## config.mk

```make
export PLATFORM = sky130hd
export DESIGN_NAME = goose_vga_timing
export DESIGN_NICKNAME = d
export VERILOG_FILES = /design/src/rtl/goose_vga_pkg.sv /design/src/rtl/goose_vga_timing.sv
export SDC_FILE = /design/constraint.sdc
export NUM_CORES = 1
export LEC_CHECK = 0
export ABC_AREA = 1
export ABC_CLOCK_PERIOD_IN_PS = 1830
export CAP_MARGIN = 40
export CORE_UTILIZATION = 52
export DETAILED_ROUTE_END_ITERATION = 8
export GPL_TIMING_DRIVEN = 0
export HOLD_SLACK_MARGIN = 0.15
export PLACE_DENSITY = 0.87
export SETUP_SLACK_MARGIN = 0.5
export SLEW_MARGIN = 5
export SYNTH_ARGS = -nofsm -noshare
export SYNTH_HDL_FRONTEND = slang
export SYNTH_SLANG_ARGS = --single-unit
```

## constraint.sdc

```tcl
create_clock -name clk -period 1.83 [get_ports clk]
set_input_delay 0.4575 -clock clk [delete_from_list [all_inputs] [get_ports clk]]
set_output_delay 0.4575 -clock clk [all_outputs]
set_load 0.01 [all_outputs]
```

## src/rtl/goose_vga_pkg.sv

```systemverilog
// Shared timing constants and types for the goose display path.
// The pixel stage imports this to receive the bundled sync/coordinate record.
package goose_vga_pkg;

  localparam int DEF_H_DISPLAY = 640;
  localparam int DEF_H_FRONT   = 16;
  localparam int DEF_H_SYNC    = 96;
  localparam int DEF_H_BACK    = 48;
  localparam int DEF_V_DISPLAY = 480;
  localparam int DEF_V_FRONT   = 10;
  localparam int DEF_V_SYNC    = 2;
  localparam int DEF_V_BACK    = 33;

  localparam int DEF_H_TOTAL = DEF_H_DISPLAY + DEF_H_FRONT + DEF_H_SYNC + DEF_H_BACK;
  localparam int DEF_V_TOTAL = DEF_V_DISPLAY + DEF_V_FRONT + DEF_V_SYNC + DEF_V_BACK;

  localparam int COORD_W = 10;

  typedef logic [COORD_W-1:0] coord_t;

  typedef struct packed {
    coord_t hpos;
    coord_t vpos;
    logic   hsync;
    logic   vsync;
    logic   display_on;
  } vga_timing_t;

  // Half-open window test: lo <= pos < hi.
  function automatic logic in_window(coord_t pos, coord_t lo, coord_t hi);
    return (pos >= lo) && (pos < hi);
  endfunction

endpackage

```

## src/rtl/goose_vga_timing.sv

```systemverilog
// 640x480@60 VGA timing generator: pixel/line counters, active-low syncs,
// display enable, per-frame tick and a wrapping frame counter.
module goose_vga_timing
  import goose_vga_pkg::*;
#(
  parameter int H_DISPLAY = DEF_H_DISPLAY,
  parameter int H_FRONT   = DEF_H_FRONT,
  parameter int H_SYNC    = DEF_H_SYNC,
  parameter int H_BACK    = DEF_H_BACK,
  parameter int V_DISPLAY = DEF_V_DISPLAY,
  parameter int V_FRONT   = DEF_V_FRONT,
  parameter int V_SYNC    = DEF_V_SYNC,
  parameter int V_BACK    = DEF_V_BACK,
  parameter int FRAME_W   = 8
) (
  input  logic               clk,
  input  logic               rst_n,
  input  logic               run,
  output logic [9:0]         hpos,
  output logic [9:0]         vpos,
  output logic               hsync,
  output logic               vsync,
  output logic               display_on,
  output logic               frame_tick,
  output logic [FRAME_W-1:0] frame_cnt
);

  localparam int H_TOTAL = H_DISPLAY + H_FRONT + H_SYNC + H_BACK;
  localparam int V_TOTAL = V_DISPLAY + V_FRONT + V_SYNC + V_BACK;

  if (H_TOTAL > 1024 || V_TOTAL > 1024) begin : g_bad_timing
    $error("goose_vga_timing: H_TOTAL/V_TOTAL must not exceed 1024");
  end

  localparam coord_t H_LAST   = coord_t'(H_TOTAL - 1);
  localparam coord_t V_LAST   = coord_t'(V_TOTAL - 1);
  localparam coord_t H_VIS    = coord_t'(H_DISPLAY);
  localparam coord_t V_VIS    = coord_t'(V_DISPLAY);
  localparam coord_t HS_START = coord_t'(H_DISPLAY + H_FRONT);
  localparam coord_t HS_END   = coord_t'(H_DISPLAY + H_FRONT + H_SYNC);
  localparam coord_t VS_START = coord_t'(V_DISPLAY + V_FRONT);
  localparam coord_t VS_END   = coord_t'(V_DISPLAY + V_FRONT + V_SYNC);

  vga_timing_t        timing_q, timing_d;
  logic               frameWrap_d;
  logic               frameTick_q;
  logic [FRAME_W-1:0] frameCnt_q;

  // Syncs are decoded from the next coordinates so they land in the same
  // register stage as the position they describe.
  always_comb begin
    timing_d    = timing_q;
    frameWrap_d = 1'b0;
    if (timing_q.hpos == H_LAST) begin
      timing_d.hpos = '0;
      if (timing_q.vpos == V_LAST) begin
        timing_d.vpos = '0;
        frameWrap_d   = 1'b1;
      end else begin
        timing_d.vpos = timing_q.vpos + coord_t'(1);
      end
    end else begin
      timing_d.hpos = timing_q.hpos + coord_t'(1);
    end
    timing_d.hsync      = ~in_window(timing_d.hpos, HS_START, HS_END);
    timing_d.vsync      = ~in_window(timing_d.vpos, VS_START, VS_END);
    timing_d.display_on = (timing_d.hpos < H_VIS) && (timing_d.vpos < V_VIS);
  end

  always_ff @(posedge clk or negedge rst_n) begin
    if (!rst_n) begin
      timing_q.hpos       <= '0;
      timing_q.vpos       <= '0;
      timing_q.hsync      <= 1'b1;
      timing_q.vsync      <= 1'b1;
      timing_q.display_on <= 1'b1;
      frameTick_q         <= 1'b0;
      frameCnt_q          <= '0;
    end else if (run) begin
      timing_q    <= timing_d;
      frameTick_q <= frameWrap_d;
      if (frameWrap_d) begin
        frameCnt_q <= frameCnt_q + FRAME_W'(1);
      end
    end else begin
      // A stall parked on (0,0) must not stretch or repeat the tick.
      frameTick_q <= 1'b0;
    end
  end

  assign hpos       = timing_q.hpos;
  assign vpos       = timing_q.vpos;
  assign hsync      = timing_q.hsync;
  assign vsync      = timing_q.vsync;
  assign display_on = timing_q.display_on;
  assign frame_tick = frameTick_q;
  assign frame_cnt  = frameCnt_q;

endmodule

```

==> flow_metrics.tcl, run 1 <==
set metrics [dict create \
    start_util_pct 56.60 \
    hpwlAfterDp_mm 3.156 \
    die_y_um 63.45 \
    outcome "stopped before the end" \
    ys_types 29 \
    synthCells 262 \
    netlist_area_um2 1963 \
    syn-mean-instance-area_um2 7.493 \
    crit_endpoint "frame_cnt[7]$_DFFE_PN0P_/D" \
    htree_levels 2 \
    pre_cts_ws_ns 0.01637 \
    root_buffer "clkbuf_8" \
    ys_seq_area_share_pct 40.98 \
    yosysWarnings 0 \
    port-buffer-count 33 \
    die_w_um 63.45 \
    synth_nets 270 \
    cts_buffers 5 \
    gp_congestion 0.9443 \
    cts_buffer_depth 2 \
    grt_max_degree 33 \
    cts_sinks 32 \
    endpoint_type "register input" \
    stop_stage "5_1_grt" \
    ios 35 \
    rows 21 \
    ys_ff_latch 32 \
    stop_error "[ERROR DPL-0038] Utilization greater than 100%, impossible to legalize" \
]
-- logic make-up after synthesis --
group	share of synthesized area (%)
flops	40.98
fa+ha+maj	3.187
compound gates	7.266
simple gates	35.44
xor+xnor	4.462
buf+inv	8.667
-- per-stage QoR --
stage	hold slack (ns)	std cells	area (µm²)	setup TNS (ns)	utilization [%]
after floorplan	0.1619	262	1984	0	-
after global placement	0.4554	341	2372	-9.117	68.40
after detailed placement	0.4578	341	2367	0	68.25
after CTS	0.2342	419	3131	0	90.26
-- cell usage after synthesis, drive strengths merged --
cell | n | area [µm²]
xnor2 | 3 | 26.28
dfrtp | 29 | 725.7
inv | 35 | 131.4
dfstp | 3 | 78.83
nor2 | 28 | 135.1
a21boi | 1 | 7.510
xor2 | 7 | 61.31
clkinv | 1 | 5.000
nor3 | 5 | 41.29
buf | 2 | 22.52
ha | 5 | 62.56
nand3 | 22 | 145.1
o22ai | 1 | 6.260
a21oi | 4 | 23.77
nand2 | 88 | 342.8
clkbuf | 3 | 11.26
nand4 | 5 | 31.28
o21a | 1 | 7.510
o21ai | 18 | 90.09
o21bai | 1 | 7.510
-- what timing repair did --
action,4_1_cts
pin swaps,33
resized for setup,199
endpoints found under the setup margin,61
gates cloned,1
buffers inserted,69
hold buffers,0
==> inputs of run 2 (changes only) <==
- CORE_UTILIZATION: 52 -> 40
- HOLD_SLACK_MARGIN: 0.15 -> default
- PLACE_DENSITY: 0.87 -> default
- PLACE_DENSITY_LB_ADDON: default -> 0.15
- SETUP_SLACK_MARGIN: 0.5 -> default
==> run 2 against run 1 <==
Compared with the run above:
- the flow now finishes without violations
- area after synthesis is the same
- synthesized cell count unchanged
==> flow_metrics.tcl, run 2 <==
set metrics [dict create \
    synthCells 262 \
    period_minus_slack_ns 1.794 \
    synth_nets 270 \
    crit_chain "buf_4 -> clkdlybuf4s50_1" \
    final_cell_area_um2 2601 \
    slew_headroom_pct 51.83 \
    grt_usage_pct 19.26 \
    critPathLaunchType "flip-flop" \
    vias 1809 \
    slew_viol_final 0 \
    worstPathArrival_ns 1.34 \
    endpoint_kind "primary output" \
    cts_buffer_depth 2 \
    worst_slew_pin_slew_ns 0.7226 \
    ios 35 \
    p_leak_uw 0.001234 \
    antennaDiodeCount 0 \
    synth_commonest_cells "nand2_1, inv_1, dfrtp_1" \
    grt_first_pass_wirelength_mm 7.686 \
    drc 0 \
    final_cell_mix "nand2_1, inv_1, clkdlybuf4s50_1" \
    grt_max_degree 33 \
    cp.required_ns 1.37 \
    dieArea_um2 5192 \
    netlist_area_um2 1963 \
    outcome "finished clean" \
    ys_types 29 \
    synth_area_leader_cell "dfrtp_1" \
    hold_slack_ns 0.2285 \
    synthFlopType "dfrtp_1" \
    synth_top_area_share_pct 36.97 \
    p_per_area_nw_per_um2 900.1 \
    core_area_um2 4723 \
    n_fill_cell 454 \
    nets 322 \
    placed_area_um2 2372 \
    layout_commonest_cell "nand2_1" \
    avgViaCountPerCell 4.736 \
    ys_top_cells_by_area "dfrtp_1, nand2_1, inv_1, nand3_1, o21ai_0" \
    root_buffer "clkbuf_8" \
    hold_viol_final 0 \
    clock_skew_ns 0.01048 \
    postCtsHoldBufs 0 \
    fin_crit_sh_pct 98.02 \
    die_w_um 72.06 \
    grt_pass1_vias 1589 \
    htree_levels 2 \
    ys_seq_area_share_pct 40.98 \
    yosysWarnings 0 \
    cts_buffers 5 \
    drive_gt1_share_pct 20.00 \
    criticalPathCategory "reg2out" \
    fmaxAchievable_mhz 557.5 \
    antenna_found_initial 0 \
    syn-mean-instance-area_um2 7.493 \
    wl_per_cell_um 12.33 \
    finalNonFillerCells 382 \
    drt_wl_total_mm 4.710 \
    ant_nets 0 \
    grt_overflow 0 \
    synth_most_common_cell "nand2_1" \
    finalSetupViolCount 0 \
    slowest_stage "clkdlybuf4s50_1" \
    port-buffer-count 33 \
    min_path_type "in2async" \
    dp_cells 362 \
    rows 25 \
    rsz0062_at_grt "yes" \
    peakVddDrop_uv 548.4 \
    worst_skew_pair.late_latency_ns 0.28 \
    drt_first_pass_iters 4 \
    gp_congestion 0.8578 \
    cp_max_fo 3 \
    drtIter0Drc 105 \
    async_reset_ff_share_pct 100.0 \
    path_clk_slew_ns 0.08 \
    synth_edf_count 0 \
    die_y_um 72.06 \
    cts_tree "yes" \
    cap_violations 0 \
    crit_path_max_incr_delay_ns 0.53 \
    start_util_pct 41.56 \
    ys_ff_latch 32 \
    cts_sinks 32 \
    syn_to_final_growth_pct 32.50 \
    hpwlAfterDp_mm 3.319 \
]
-- run 2: cell counts after synthesis --
No cell type changed its count.
-- run 2: worst paths after layout --
| path | start | to | slack [ns] | cells past startpoint |
|---|---|---|---|---|
| min in group clk | run | vsync$_DFFE_PN1P_ | 0.45 | 3 |
| worst min register to register | frame_cnt[7]$_DFFE_PN0P_ | frame_cnt[7]$_DFFE_PN0P_ | 0.46 | 1 |
| max in group asynchronous | rst_n | vpos[1]$_DFFE_PN0P_ | 1.09 | 1 |
| worst min-delay path | rst_n | hpos[4]$_DFFE_PN0P_ | 0.23 | 1 |
| worst max register to register | vpos[0]$_DFFE_PN0P_ | frame_cnt[7]$_DFFE_PN0P_ | 0.12 | 9 |
| worst max-delay path | hpos[1]$_DFFE_PN0P_ | hpos[1] | 0.04 | 2 |
-- run 2: timing repair --
item                                    4_1_cts  5_1_grt
endpoints found under the setup margin        2       15
gates resized for setup                       0       23
buffers inserted                              2        9
pin swaps                                     0        8
gates cloned                                  0        1
-- run 2: cells by family (layout without fill, tap and decap cells) --
logic type               count (synthesis)  count (layout)  share of synthesized area [%]
adder cells (fa/ha/maj)                  5               5                          3.187
AO/OA/AOI/OAI                           26              26                          7.266
buffers and inverters                   41              94                          8.667
AND/OR/NAND/NOR                        148             148                          35.44
XOR/XNOR                                10              10                          4.462
flip-flops                              32              32                          40.98
-- run 2: stage by stage --
| stage | TNS [ns] | worst slack (ns) | total power (µW) | util (%) |
|---|---|---|---|---|
| 2_1_floorplan | 0 | 0.1713 | 1397 | - |
| 3_5_place_dp | 0 | 0.007026 | 1734 | 50.23 |
| 3_3_place_gp | -12.12 | -0.4097 | 1724 | 50.33 |
| 4_1_cts | 0 | 0.001661 | 2309 | 52.34 |
| 6_report | 0 | 0.03620 | 2341 | 55.07 |
| 5_1_grt | -0.06320 | -0.03279 | 2499 | 55.07 |
-- run 2: layout make-up --
cell class / count / area, µm² / area share, %
clock inverters: 2 / 12.51 / 0.4810
clock buffers: 6 / 72.57 / 2.790
well taps: 67 / 83.83 / 3.223
flip-flops and latches: 32 / 812.0 / 31.22
plain buffers: 5 / 33.78 / 1.299
inverters: 36 / 137.6 / 5.291
multi-input cells: 189 / 1036 / 39.83
repair buffers: 45 / 412.9 / 15.87
-- run 2: power breakdown --
group / internal (µW) / switching (µW) / total (µW)
combinational: 385 / 427 / 812
clock: 266 / 276 / 542
sequential: 826 / 161 / 987
total: 1480 / 865 / 2340
-- run 2: critical path: cells and delay by family (launching register included) --
kind / cells / cell delay (ns)
buffers and inverters: 2 / 0.66
flip-flops: 1 / 0.40
-- run 2: layer usage --
| layer | share of wire, % | global-route usage, % | wire (µm) |
|---|---|---|---|
| met1 | 49 | 27.83 | 2286 |
| met2 | 46 | 28.83 | 2171 |
| met3 | 4.7 | 3.194 | 223 |
| met4 | 0.62 | 7.625 | 29 |
| met5 | 0 | 0 | 0 |
Power figures use the tool's default switching activity.
